File: src/rtl/lfsr_22_loss_mon.sv
// Loss-of-lock monitor: counts checked bits and errors over a fixed window and
// strobes loss on the bit that brings the window error count up to the threshold.
module lfsr_22_loss_mon #(
    parameter int WIN_LEN     = 256,
    parameter int LOSS_THRESH = 32
) (
    input  logic clk,
    input  logic reset,
    input  logic clear,
    input  logic bit_valid,
    input  logic bit_err,
    output logic loss
);
    localparam int WB_W = $clog2(WIN_LEN + 1);
    localparam int WE_W = $clog2(LOSS_THRESH + 1);

    logic [WB_W-1:0] win_bits;
    logic [WE_W-1:0] win_errs;
    logic            win_full;

    assign loss     = bit_valid && bit_err && (win_errs == WE_W'(LOSS_THRESH - 1));
    assign win_full = bit_valid && (win_bits == WB_W'(WIN_LEN - 1));

    // Loss takes precedence over a window rollover on the same bit; both clear.
    always_ff @(posedge clk) begin
        if (reset || clear || loss || win_full) begin
            win_bits <= '0;
            win_errs <= '0;
        end else if (bit_valid) begin
            win_bits <= win_bits + WB_W'(1);
            win_errs <= win_errs + WE_W'(bit_err);
        end
    end
endmodule

File: config.mk
export PLATFORM = sky130hd
export DESIGN_NAME = lfsr_22_loss_mon
export DESIGN_NICKNAME = d
export VERILOG_FILES = /design/src/rtl/lfsr_22_loss_mon.sv
export SDC_FILE = /design/constraint.sdc
export NUM_CORES = 1
export LEC_CHECK = 0
export ABC_AREA = 1
export BUFFER_PORTS_ARGS = -buffer_cell sky130_fd_sc_hd__buf_2
export CORE_MARGIN = 4
export CORE_UTILIZATION = 25
export DETAILED_ROUTE_END_ITERATION = 7
export GPL_ROUTABILITY_DRIVEN = 0
export PLACE_DENSITY = 0.37
export SYNTH_ARGS = -nofsm -noshare
export SYNTH_HDL_FRONTEND = slang
export SYNTH_SLANG_ARGS = --single-unit
File: constraint.sdc
create_clock -name clk -period 3.6 [get_ports clk]
set_input_delay 0.36 -clock clk [delete_from_list [all_inputs] [get_ports clk]]
set_output_delay 0.36 -clock clk [all_outputs]
set_load 0.02 [all_outputs]
# Word level (Yosys, flattened, before mapping)
# Index checks and enable logic that the tools add are counted.
dict set report word_totals {
  reg_bits 15
}
dict set report op_classes {
  n_addsub 2
  n_reduce_logical 6
  n_eq_ne 2
}
# cell n
set op_table {}
lappend op_table {{$add 9x1->9 const B} 1}
lappend op_table {{$eq 9x8->1 const B} 1}
lappend op_table {{$add 6x1->6} 1}
lappend op_table {{$eq 6x5->1 const B} 1}
lappend op_table {{$logic_and 1x1->1} 3}
lappend op_table {{$logic_or 1x1->1} 3}

# Logic depth before layout (Yosys ltp)
# Gate-level depths: netlist of run 1.
dict set report logic_depth {
  depth_word 4
  depth_mapped 10
  ltp_nobuf 9
}

# Worst setup path after synthesis of run 1
# Ideal clock, no wire load.
dict set report synth_timing {
  path_kind {reg-to-reg}
  from {reg win_bits[0]}
  to {reg win_bits[3]}
  setup_time_ns 0.115
  path_buffers 1
  stages_incl_launch_ff 11
  period_less_slack_ns 1.477
  arrival_time_ns 1.363
  path_slack_ns 2.123
  path_cell_list {dfxtp_1 ha_1 nand3_1 nor3_1 ha_1 nand2_1 nand3_1 inv_1 nand2_1 buf_4 nor2_1}
}
dict set report synth_between {
  elab_chain_cells 3
}
# element line
set synth_lines {}
lappend synth_lines {{start, declared} 17} ;# logic [WB_W-1:0] win_bits;
lappend synth_lines {{start signal, assigned} 30} ;# win_bits <= win_bits + WB_W'(1);
lappend synth_lines {{branches (longest 3 deep; another with $add 9x1->9)} -}
# Several ways; the timed one is not identified.
# A chain may end at the register's enable or synchronous reset.

# Worst setup path in the final report of run 1
dict set report layout_timing {
  from {reg win_bits[1]}
  to {reg win_bits[4]}
}
# Same word-level chain as after synthesis.

==> impl_metrics.env, run 1 <==
export IMPL_run_status="finished clean"
export IMPL_layout_area_overhead_vs_synth_pct=11.18
export IMPL_synth_top_area_frac=0.3834
export IMPL_cts_root_buffer="clkbuf_4"
export IMPL_final_instance_count_excl_fill=159
export IMPL_critPathLaunchType="flop"
export IMPL_final_min_period_over_clock_period=0.4923
export IMPL_route_antenna_remaining_nets=0
export IMPL_finalInstanceArea_um2=870.8
export IMPL_dp_hpwl_mm=1.085
export IMPL_initial_core_util=0.2587
export IMPL_clock_tree_buffer_depth=2
export IMPL_grt_pass1_wl_mm=2.566
export IMPL_peak_fanout_along_the_critical_path=12
export IMPL_r2r_slack_ns=1.83
export IMPL_clock_skew_ns=0.002232
export IMPL_clock_latency_ns=0.27
export IMPL_top_layer_used="met4"
export IMPL_met3_length_um=26
export IMPL_core_area_um2=3028
export IMPL_synth_cell_type_count=17
export IMPL_met1Wirelength_um=781
export IMPL_detailroute_wirelength_met2_um=593
export IMPL_num_io_pins=6
export IMPL_setup_viol=0
export IMPL_global_route_usage_total=0.08091
export IMPL_end_kind="flop"
export IMPL_synth_most_common_cell="nand2_1"
export IMPL_timing_max_cap_violations=0
export IMPL_max_h_tree_level=1
export IMPL_leakage_nw=0.3528
export IMPL_cts_sinks=15
export IMPL_required_ns=3.76
export IMPL_totalWireLength_mm=1.419
export IMPL_regToRegStartpoint="win_bits[1]"
export IMPL_critical_path_top_delay_family="simple AND/OR/NAND/NOR gates"
export IMPL_diodes=0
export IMPL_die_h_um=63.98
export IMPL_drt_pass1_iter_count=3
export IMPL_rows=20
export IMPL_finalPower_mw=0.2754
export IMPL_max_slew_worst_pin_slew_ns=0.4262
export IMPL_peakVddDrop_mv=0.1162
export IMPL_vias_per_cell=3.899
export IMPL_grt_setup_unrepaired="no"
export IMPL_cp_arrival_ns=1.93
export IMPL_place_area_um2=844.6
export IMPL_tritoncts="built"
export IMPL_nets=125
export IMPL_cts_repair_resize_count=0
export IMPL_max_freq_mhz=564.3
export IMPL_worst_r2r_endpoint="win_bits[4]"
export IMPL_reg2regPathDepth=9
export IMPL_critical_path_class="reg -> reg"
export IMPL_netlist_top_cells_count="nand2_1, dfxtp_1, nor2_1"
export IMPL_critPathSlowestCell="dfxtp_1"
export IMPL_power_density_nw_per_um2=316.3
export IMPL_portion_of_the_post_synthesis_area_used_by_sequential_elements=0.3834
export IMPL_relSlewSlack=0.7152
export IMPL_crit_buf_inv=1
export IMPL_floorplan_die_width_um=63.98
export IMPL_synth_area_um2=783.3
export IMPL_globalRoute_totalOverflow=0
export IMPL_number_of_global_route_vias_before_repair=558
export IMPL_numCtsBuffers=3
export IMPL_synth_cells=108
export IMPL_cts_setup_buffers=0
export IMPL_buffers_on_ports=5
export IMPL_finalSetupTns_ns=0
export IMPL_final_layout_size_suffix_gt1_frac=0.1130
export IMPL_holdBufCountCts=0
export IMPL_worst_setup_hold_path_clk_slew_ns=0.08
export IMPL_number_of_antenna_violations_at_the_first_check_in_global_routing=0
export IMPL_die_area_um2=4093
export IMPL_synth_top_cell_by_area="dfxtp_1"
export IMPL_first_iter_violations=6
export IMPL_maximum_number_of_pins_on_one_net_before_global_route_repair=13
export IMPL_dominantRegCellSynth="dfxtp_1"
export IMPL_ys_ff_latch=15
export IMPL_hold_viol=0
export IMPL_postSynth_asyncResetShare=0
export IMPL_fin_util=0.2876
export IMPL_netlist_top_cells_area="dfxtp_1, nand2_1, nor2_1"
export IMPL_cp_slowest_stage_delay_ns=0.39
export IMPL_worst_hold_path_type="in -> reg"
export IMPL_hold_depth=3
export IMPL_place_detailed_instances=155
export IMPL_worstPathCellList="ha_1 > nand3_1 > nor3_1 > ha_1 > nand2_1 > nand3_1 > inv_1 > nand2_1 > nor2_1"
export IMPL_synth_enable_flop_cells=0
export IMPL_final_max_slew_viol_count=0
export IMPL_min_delay_worst_endpoint="win_errs[1]"
export IMPL_avgRoutedWirePerCell_um=8.925
export IMPL_min_delay_start="bit_valid"
export IMPL_yosys_warnings=0
export IMPL_synth_avg_cell_area_um2=7.252
export IMPL_residual_drc_count=0
export IMPL_period_needed_ns=1.772
export IMPL_via_count=620
export IMPL_syn_num_nets=117
==> flip-flops by register name, summed over array words and instances, names as in the netlist <==
register  cells
win_errs      6
win_bits      9
==> power breakdown <==
group	switching [mW]	internal, mW
Clock	0.0503	0.0429
Sequential	0.00107	0.167
Combinational	0.00945	0.00465
Total	0.0609	0.215
==> per-stage QoR <==
stage,hold WS (ns),worst slack [ns]
finish,0.4542,1.828
global route,0.4392,1.588
CTS,0.4399,1.779
detailed placement,0.4596,1.789
global placement,0.4513,1.849
floorplan,0.4386,2.123
==> how the worst max path moves through the flow <==
stage	start	endpoint	slack (ns)	depth (start not counted)
after floorplan	win_bits[0]	win_bits[3]	2.12	10
after global placement	win_bits[1]	win_bits[4]	1.85	9
after detailed placement	win_bits[1]	win_bits[3]	1.79	9
after CTS	win_bits[1]	win_bits[4]	1.78	9
after global routing	win_bits[1]	win_bits[0]	1.59	9
final	win_bits[1]	win_bits[4]	1.83	9
==> tightest hold or removal path, stage by stage <==
cell     delay, ns
buf_2         0.19
nand2_1       0.08
a21oi_1       0.06
==> kinds of logic after synthesis <==
| group | share of synthesized area |
|---|---|
| and+or+nand+nor | 0.3498 |
| buffers and inverters | 0.09106 |
| DFF | 0.3834 |
| AOI/OAI and AO/OA | 0.04472 |
| adders and majority gates | 0.06390 |
| xor gates and xnor gates | 0.06709 |
==> cells in the final DEF, fill, tap and decap left out, types with 2 or more instances in the layout <==
cell / netlist / final
clkbuf_4: 0 / 3
inv_1: 14 / 14
buf_2: 0 / 5
ha_1: 4 / 4
nand2_1: 29 / 29
dfxtp_1: 15 / 15
nor3_1: 2 / 2
xor2_1: 2 / 2
nor2_1: 15 / 15
nand3_1: 7 / 7
nor2_4: 3 / 3
xnor2_1: 4 / 4
a21oi_1: 7 / 7
==> cell type report <==
cell class,instances,area (µm²)
fillers,349,2157
multi-input cells,77,411.6
flip-flops and latches,15,300.3
well taps,44,55.05
inverters,14,52.55
clock buffers,4,26.28
repair buffers,5,25.02
==> layer usage <==
layer	vias to the layer above	global-route usage
met5	-	0
met4	0	0.03235
met3	2	0.03691
met2	1	0.1123
met1	263	0.1073
li1	354	-
Note: power is estimated with default switching activity, not from simulation.
==> run 2, diff against run 1 <==
ABC_AREA = 0   (was 1)
clock period = 1.74 ns   (was 3.6 ns; I/O delays follow)
==> run 2 against run 1 <==
Worst hold slack worse by 0.28 ns. Global-route usage about the same. Register-to-register slack worse by 1.7 ns. Cell count down 24%. Sequential power up 110%.
==> impl_metrics.env, run 2 <==
export IMPL_timing_max_cap_violations=0
export IMPL_yosys_area_share_simple=0.2517
export IMPL_num_io_pins=6
export IMPL_critical_path_class="reg -> reg"
export IMPL_globalRoute_busiestLayer="met1"
export IMPL_cts_sinks=15
export IMPL_yosys_warnings=0
export IMPL_global_route_usage_met3=0.04496
export IMPL_synth_xor_xnor_area_share=0.07000
export IMPL_finalSetupTns_ns=0
export IMPL_synth_top_family_by_area="simple AND/OR/NAND/NOR gates"
export IMPL_required_ns=1.96
export IMPL_run_status="finished clean"
export IMPL_floorplan_die_width_um=62.80
export IMPL_fin_util=0.3109
export IMPL_dominantRegCellSynth="dfxtp_1"
export IMPL_final_layout_size_suffix_gt1_frac=0.3222
export IMPL_final_min_period_over_clock_period=0.9159
export IMPL_layout_area_overhead_vs_synth_pct=16.17
export IMPL_grt_use_met2=0.1065
export IMPL_die_area_um2=3944
export IMPL_grt_pass1_wl_mm=2.463
export IMPL_synth_area_um2=750.7
export IMPL_residual_drc_count=0
export IMPL_via_count=574
export IMPL_peakVddDrop_mv=0.2515
export IMPL_max_h_tree_level=1
export IMPL_postSynth_asyncResetShare=0
export IMPL_registers_top_by_ff_count="win_bits"
export IMPL_cp_arrival_ns=1.81
export IMPL_synth_top_area_frac=0.4000
export IMPL_global_route_usage_total=0.08099
export IMPL_setup_viol=0
export IMPL_tritoncts="built"
export IMPL_buffers_on_ports=5
export IMPL_synth_avg_cell_area_um2=9.750
export IMPL_peak_fanout_along_the_critical_path=6
export IMPL_leakage_nw=0.3250
export IMPL_multiInputGateArea_um2=432.9
export IMPL_commonest_non_fill_non_tap_cells_in_the_layout="dfxtp_1, nor2_2, buf_4"
export IMPL_power_density_nw_per_um2=675.9
export IMPL_initial_core_util=0.2676
export IMPL_netlist_top_cells_count="dfxtp_1, nor2_2, nand2_1, xor2_1"
export IMPL_number_of_antenna_violations_at_the_first_check_in_global_routing=0
export IMPL_dp_hpwl_mm=1.025
export IMPL_route_antenna_remaining_nets=0
export IMPL_nets=100
export IMPL_clock_skew_ns=0.005168
export IMPL_seq_area_um2=300.3
export IMPL_cts_root_buffer="clkbuf_4"
export IMPL_clock_latency_ns=0.28
export IMPL_syn_num_nets=86
export IMPL_layout_cells_most_common="dfxtp_1"
export IMPL_holdBufCountCts=0
export IMPL_maximum_number_of_pins_on_one_net_before_global_route_repair=17
export IMPL_synth_area_mux_share=0.05333
export IMPL_relSlewSlack=0.7808
export IMPL_rows=19
export IMPL_synth_cells=77
export IMPL_die_h_um=62.80
export IMPL_synth_most_common_cell="dfxtp_1"
export IMPL_portion_of_the_post_synthesis_area_used_by_sequential_elements=0.4000
export IMPL_diodes=0
export IMPL_critPathLaunchType="flop"
export IMPL_end_kind="flop"
export IMPL_numCtsBuffers=3
export IMPL_avgRoutedWirePerCell_um=11.17
export IMPL_largest_register_ff_count=9
export IMPL_hold_viol=0
export IMPL_synth_compound_area_share=0.1317
export IMPL_use_met1=0.1070
export IMPL_synth_top_cell_by_area="dfxtp_1"
export IMPL_synth_cell_type_count=27
export IMPL_number_of_global_route_vias_before_repair=522
export IMPL_drt_pass1_iter_count=4
export IMPL_vias_per_cell=4.744
export IMPL_synth_enable_flop_cells=0
export IMPL_worst_setup_hold_path_clk_slew_ns=0.09
export IMPL_fill_cells=301
export IMPL_post_synth_fa_ha_maj_area_fraction=0.06667
export IMPL_grt_setup_unrepaired="no"
export IMPL_ys_ff_latch=15
export IMPL_max_slew_worst_pin_slew_ns=0.3288
export IMPL_period_needed_ns=1.594
export IMPL_worst_hold_path_type="in -> reg"
export IMPL_max_freq_mhz=627.5
export IMPL_first_iter_violations=35
export IMPL_layout_top_registers="win_bits: 9 flops, win_errs: 6 flops"
export IMPL_globalRoute_totalOverflow=0
export IMPL_totalWireLength_mm=1.352
export IMPL_final_max_slew_viol_count=0
export IMPL_netlist_top_cells_area="dfxtp_1, nor2_2, ha_1"
export IMPL_clock_tree_buffer_depth=2
export IMPL_core_area_um2=2805
run 2: changes by cell type after synthesis, sizes merged, moves of 2 or more:
| cell | before | now |
|---|---|---|
| a21oi | 7 | 4 |
| nand4 | 1 | 5 |
| xnor2 | 4 | 1 |
| inv | 14 | 1 |
| o21ai | 0 | 4 |
| or3 | 0 | 3 |
| mux2i | 0 | 4 |
| nand3 | 7 | 5 |
| nand2 | 31 | 5 |
| xor2 | 2 | 5 |
| a211oi | 0 | 2 |
| nor2 | 18 | 11 |
run 2: path summary, 6_finish.rpt:
path,cells after the start,endpoint,slack (ns),start
max,8,win_bits[6],0.15,win_bits[0]
min,4,win_bits[8],0.17,reset
max reg2reg,8,win_bits[6],0.15,win_bits[0]
min reg2reg,2,win_bits[8],0.49,win_bits[8]
run 2: critical path, stage by stage, from the launching register on:
cell,delay [ns]
dfxtp_1,0.32
ha_2,0.20
nand3_1,0.08
nor2_1,0.04
ha_1,0.19
a211oi_2,0.28
o31ai_4,0.13
buf_4,0.18
a21oi_1,0.11
run 2: cell families after synthesis:
group | count (synthesis)
buffers and inverters | 3
AND/OR/NAND/NOR | 32
XOR/XNOR | 6
multiplexers | 4
adder cells (fa/ha/maj) | 4
AO/OA/AOI/OAI | 13
flip-flops | 15
run 2: repair_timing:
| item | CTS | global route |
|---|---|---|
| resized for setup | 0 | 1 |
| setup buffers | 0 | 0 |
| setup endpoints to repair | 0 | 15 |
run 2: report_power, final:
group          leakage [nW]  internal [mW]  switching (mW)
Sequential            0.121          0.346         0.00253
Combinational         0.189         0.0203          0.0247
Clock                0.0150         0.0889           0.107
run 2: final cells by class:
class,instances,area share
Tap cell,31,0.04448
Timing Repair Buffer,11,0.08034
Inverter,1,0.004304
Sequential cell,15,0.3443
Multi-Input combinational cell,59,0.4964
Clock buffer,4,0.03013
run 2: per-layer routing:
layer  share of wire  wire length, µm  vias to the layer above
li1                -                -                      306
met1            0.55              747                      254
met2            0.39              524                       12
met3           0.047               63                        2
met4           0.013               17                        0
met5               0                0                        -
run 2: per-stage QoR:
stage	setup WS [ns]	hold WS, ns	cell area (µm²)	power [mW]	cells
floorplan	0.08511	0.3651	750.7	0.3856	77
global placement	0.09896	0.4712	843.3	0.4035	117
detailed placement	0.05988	0.4673	843.3	0.4026	117
CTS	0.05008	0.1554	869.6	0.6077	121
global route	0.008694	0.1626	872.1	0.6266	121
finish	0.1464	0.1715	872.1	0.5895	121
==> run 3, diff against run 2 <==
clock period = 1.8 ns   (was 1.74 ns; I/O delays follow)
==> run 3 against run 2 <==
Cell area is 1.9% lower. Die area did not move. Worst hold slack improved by 0.0084 ns. Non-clock buffer count decreased by 2. Largest cell class unchanged. Largest power group unchanged.
==> impl_metrics.env, run 3 (synthesized netlist as in run 2, its figures left out) <==
export IMPL_clock_tree_buffer_depth=2
export IMPL_peakVddDrop_mv=0.1796
export IMPL_seq_power_share=0.589
export IMPL_cts_repair_resize_count=0
export IMPL_grt_pass1_wl_mm=2.256
export IMPL_rows=19
export IMPL_final_min_period_over_clock_period=0.9224
export IMPL_clock_skew_ns=0.007540
export IMPL_avgRoutedWirePerCell_um=11.20
export IMPL_largest_register_ff_count=9
export IMPL_via_count=555
export IMPL_hold_viol=0
export IMPL_end_kind="flop"
export IMPL_initial_core_util=0.2676
export IMPL_registers_top_by_ff_count="win_bits"
export IMPL_worst_hold_path_type="in -> reg"
export IMPL_die_area_um2=3944
export IMPL_power_frac_clock=0.337
export IMPL_worst_setup_hold_path_clk_slew_ns=0.10
export IMPL_maximum_number_of_pins_on_one_net_before_global_route_repair=17
export IMPL_dp_hpwl_mm=1.037
export IMPL_period_needed_ns=1.660
export IMPL_holdBufCountCts=0
export IMPL_max_h_tree_level=1
export IMPL_layout_cells_most_common="dfxtp_1"
export IMPL_post_place_ws_ns=0.1312
export IMPL_cp_arrival_ns=1.87
export IMPL_cts_sinks=15
export IMPL_power_density_nw_per_um2=669.9
export IMPL_peak_fanout_along_the_critical_path=6
export IMPL_finalSetupTns_ns=0
export IMPL_grt_setup_unrepaired="no"
export IMPL_residual_drc_count=0
export IMPL_die_h_um=62.80
export IMPL_buffers_on_ports=5
export IMPL_max_slew_worst_pin_slew_ns=0.3174
export IMPL_totalWireLength_mm=1.333
export IMPL_setup_viol=0
export IMPL_final_max_slew_viol_count=0
export IMPL_drt_pass1_iter_count=4
export IMPL_fin_ws_ns=0.1396
export IMPL_relSlewSlack=0.7884
export IMPL_leakage_nw=0.3198
export IMPL_clock_latency_ns=0.28
export IMPL_multiInputGateArea_um2=430.4
export IMPL_max_freq_mhz=602.3
export IMPL_tritoncts="built"
export IMPL_run_status="finished clean"
export IMPL_layout_area_overhead_vs_synth_pct=14.00
export IMPL_swShare=0.2389
export IMPL_vias_per_cell=4.664
export IMPL_critical_path_class="reg -> reg"
export IMPL_cts_root_buffer="clkbuf_4"
export IMPL_fill_cells=307
export IMPL_number_of_global_route_vias_before_repair=502
export IMPL_globalRoute_totalOverflow=0
export IMPL_first_iter_violations=34
export IMPL_nets=98
export IMPL_net_switching_power_mw=0.1370
export IMPL_floorplan_die_width_um=62.80
export IMPL_place_area_um2=828.3
export IMPL_numCtsBuffers=3
export IMPL_timing_max_cap_violations=0
export IMPL_commonest_non_fill_non_tap_cells_in_the_layout="dfxtp_1, nor2_2, nand2_1, xor2_1, buf_2"
export IMPL_holdWs_ns=0.1799
export IMPL_finalInstanceArea_um2=855.8
export IMPL_finalPower_mw=0.5733
export IMPL_critPathLaunchType="flop"
export IMPL_route_antenna_remaining_nets=0
export IMPL_number_of_antenna_violations_at_the_first_check_in_global_routing=0
export IMPL_num_io_pins=6
export IMPL_diodes=0
export IMPL_internal_power_mw=0.4363
export IMPL_seq_area_um2=300.3
export IMPL_final_layout_size_suffix_gt1_frac=0.3068
export IMPL_core_area_um2=2805
export IMPL_layout_top_registers="win_bits: 9 flops, win_errs: 6 flops"
export IMPL_combinationalPowerShare=0.074
export IMPL_cts_setup_buffers=0
export IMPL_global_route_usage_total=0.07245
export IMPL_required_ns=2.01
## run 3: cell count changes in the layout (fill, tap and decap cells not counted), sizes merged
cell    delta
buf        -2
clkinv     +1
clkbuf     -1
## run 3: worst paths after layout
check	from	to	slack [ns]	cells after the start
setup / recovery	win_bits[1]	win_bits[5]	0.14	8
hold / removal	reset	win_bits[8]	0.18	4
setup reg to reg	win_bits[1]	win_bits[5]	0.14	8
hold reg to reg	win_bits[8]	win_bits[8]	0.49	2
## run 3: cell type report
cell class	instances	share of cell area
clock buffer	3	0.02632
clock inverter	1	0.005848
inverter	1	0.004386
multi-input combinational	59	0.5029
sequential	15	0.3509
tap	31	0.04532
timing repair buffer	9	0.06433
## run 3: power by group through the flow
| stage | clock (mW) | combinational (mW) | sequential, mW |
|---|---|---|---|
| 5_1_grt | 0.223 | 0.0476 | 0.338 |
| 3_5_place_dp | 0 | 0.0434 | 0.345 |
| 6_report | 0.193 | 0.0426 | 0.337 |
| 2_1_floorplan | 0 | 0.0276 | 0.345 |
| 4_1_cts | 0.208 | 0.0434 | 0.338 |
| 3_3_place_gp | 0 | 0.0444 | 0.345 |
## run 3: routing by layer
| layer | wire length, µm | GRT usage | vias to the layer above |
|---|---|---|---|
| li1 | - | - | 300 |
| met3 | 82 | 0.03058 | 2 |
| met2 | 479 | 0.08921 | 6 |
| met5 | 0 | 0 | - |
| met4 | 17 | 0.04132 | 0 |
| met1 | 754 | 0.1020 | 247 |
## run 3: metrics by stage
stage / util / std cells
4_1_cts: 0.3051 / 119
5_1_grt: 0.3051 / 119
6_report: 0.3051 / 119
2_1_floorplan: - / 77
3_3_place_gp: 0.2953 / 115
3_5_place_dp: 0.2953 / 115
## run 3: critical path, cell delays in order, from the launching register on
cell and delay [ns]:
dfxtp_1 0.35, ha_1 0.23, nand3_1 0.09, nor2_1 0.04, ha_1 0.18, a211oi_2 0.29
o31ai_4 0.13, buf_4 0.18, a21oi_1 0.10
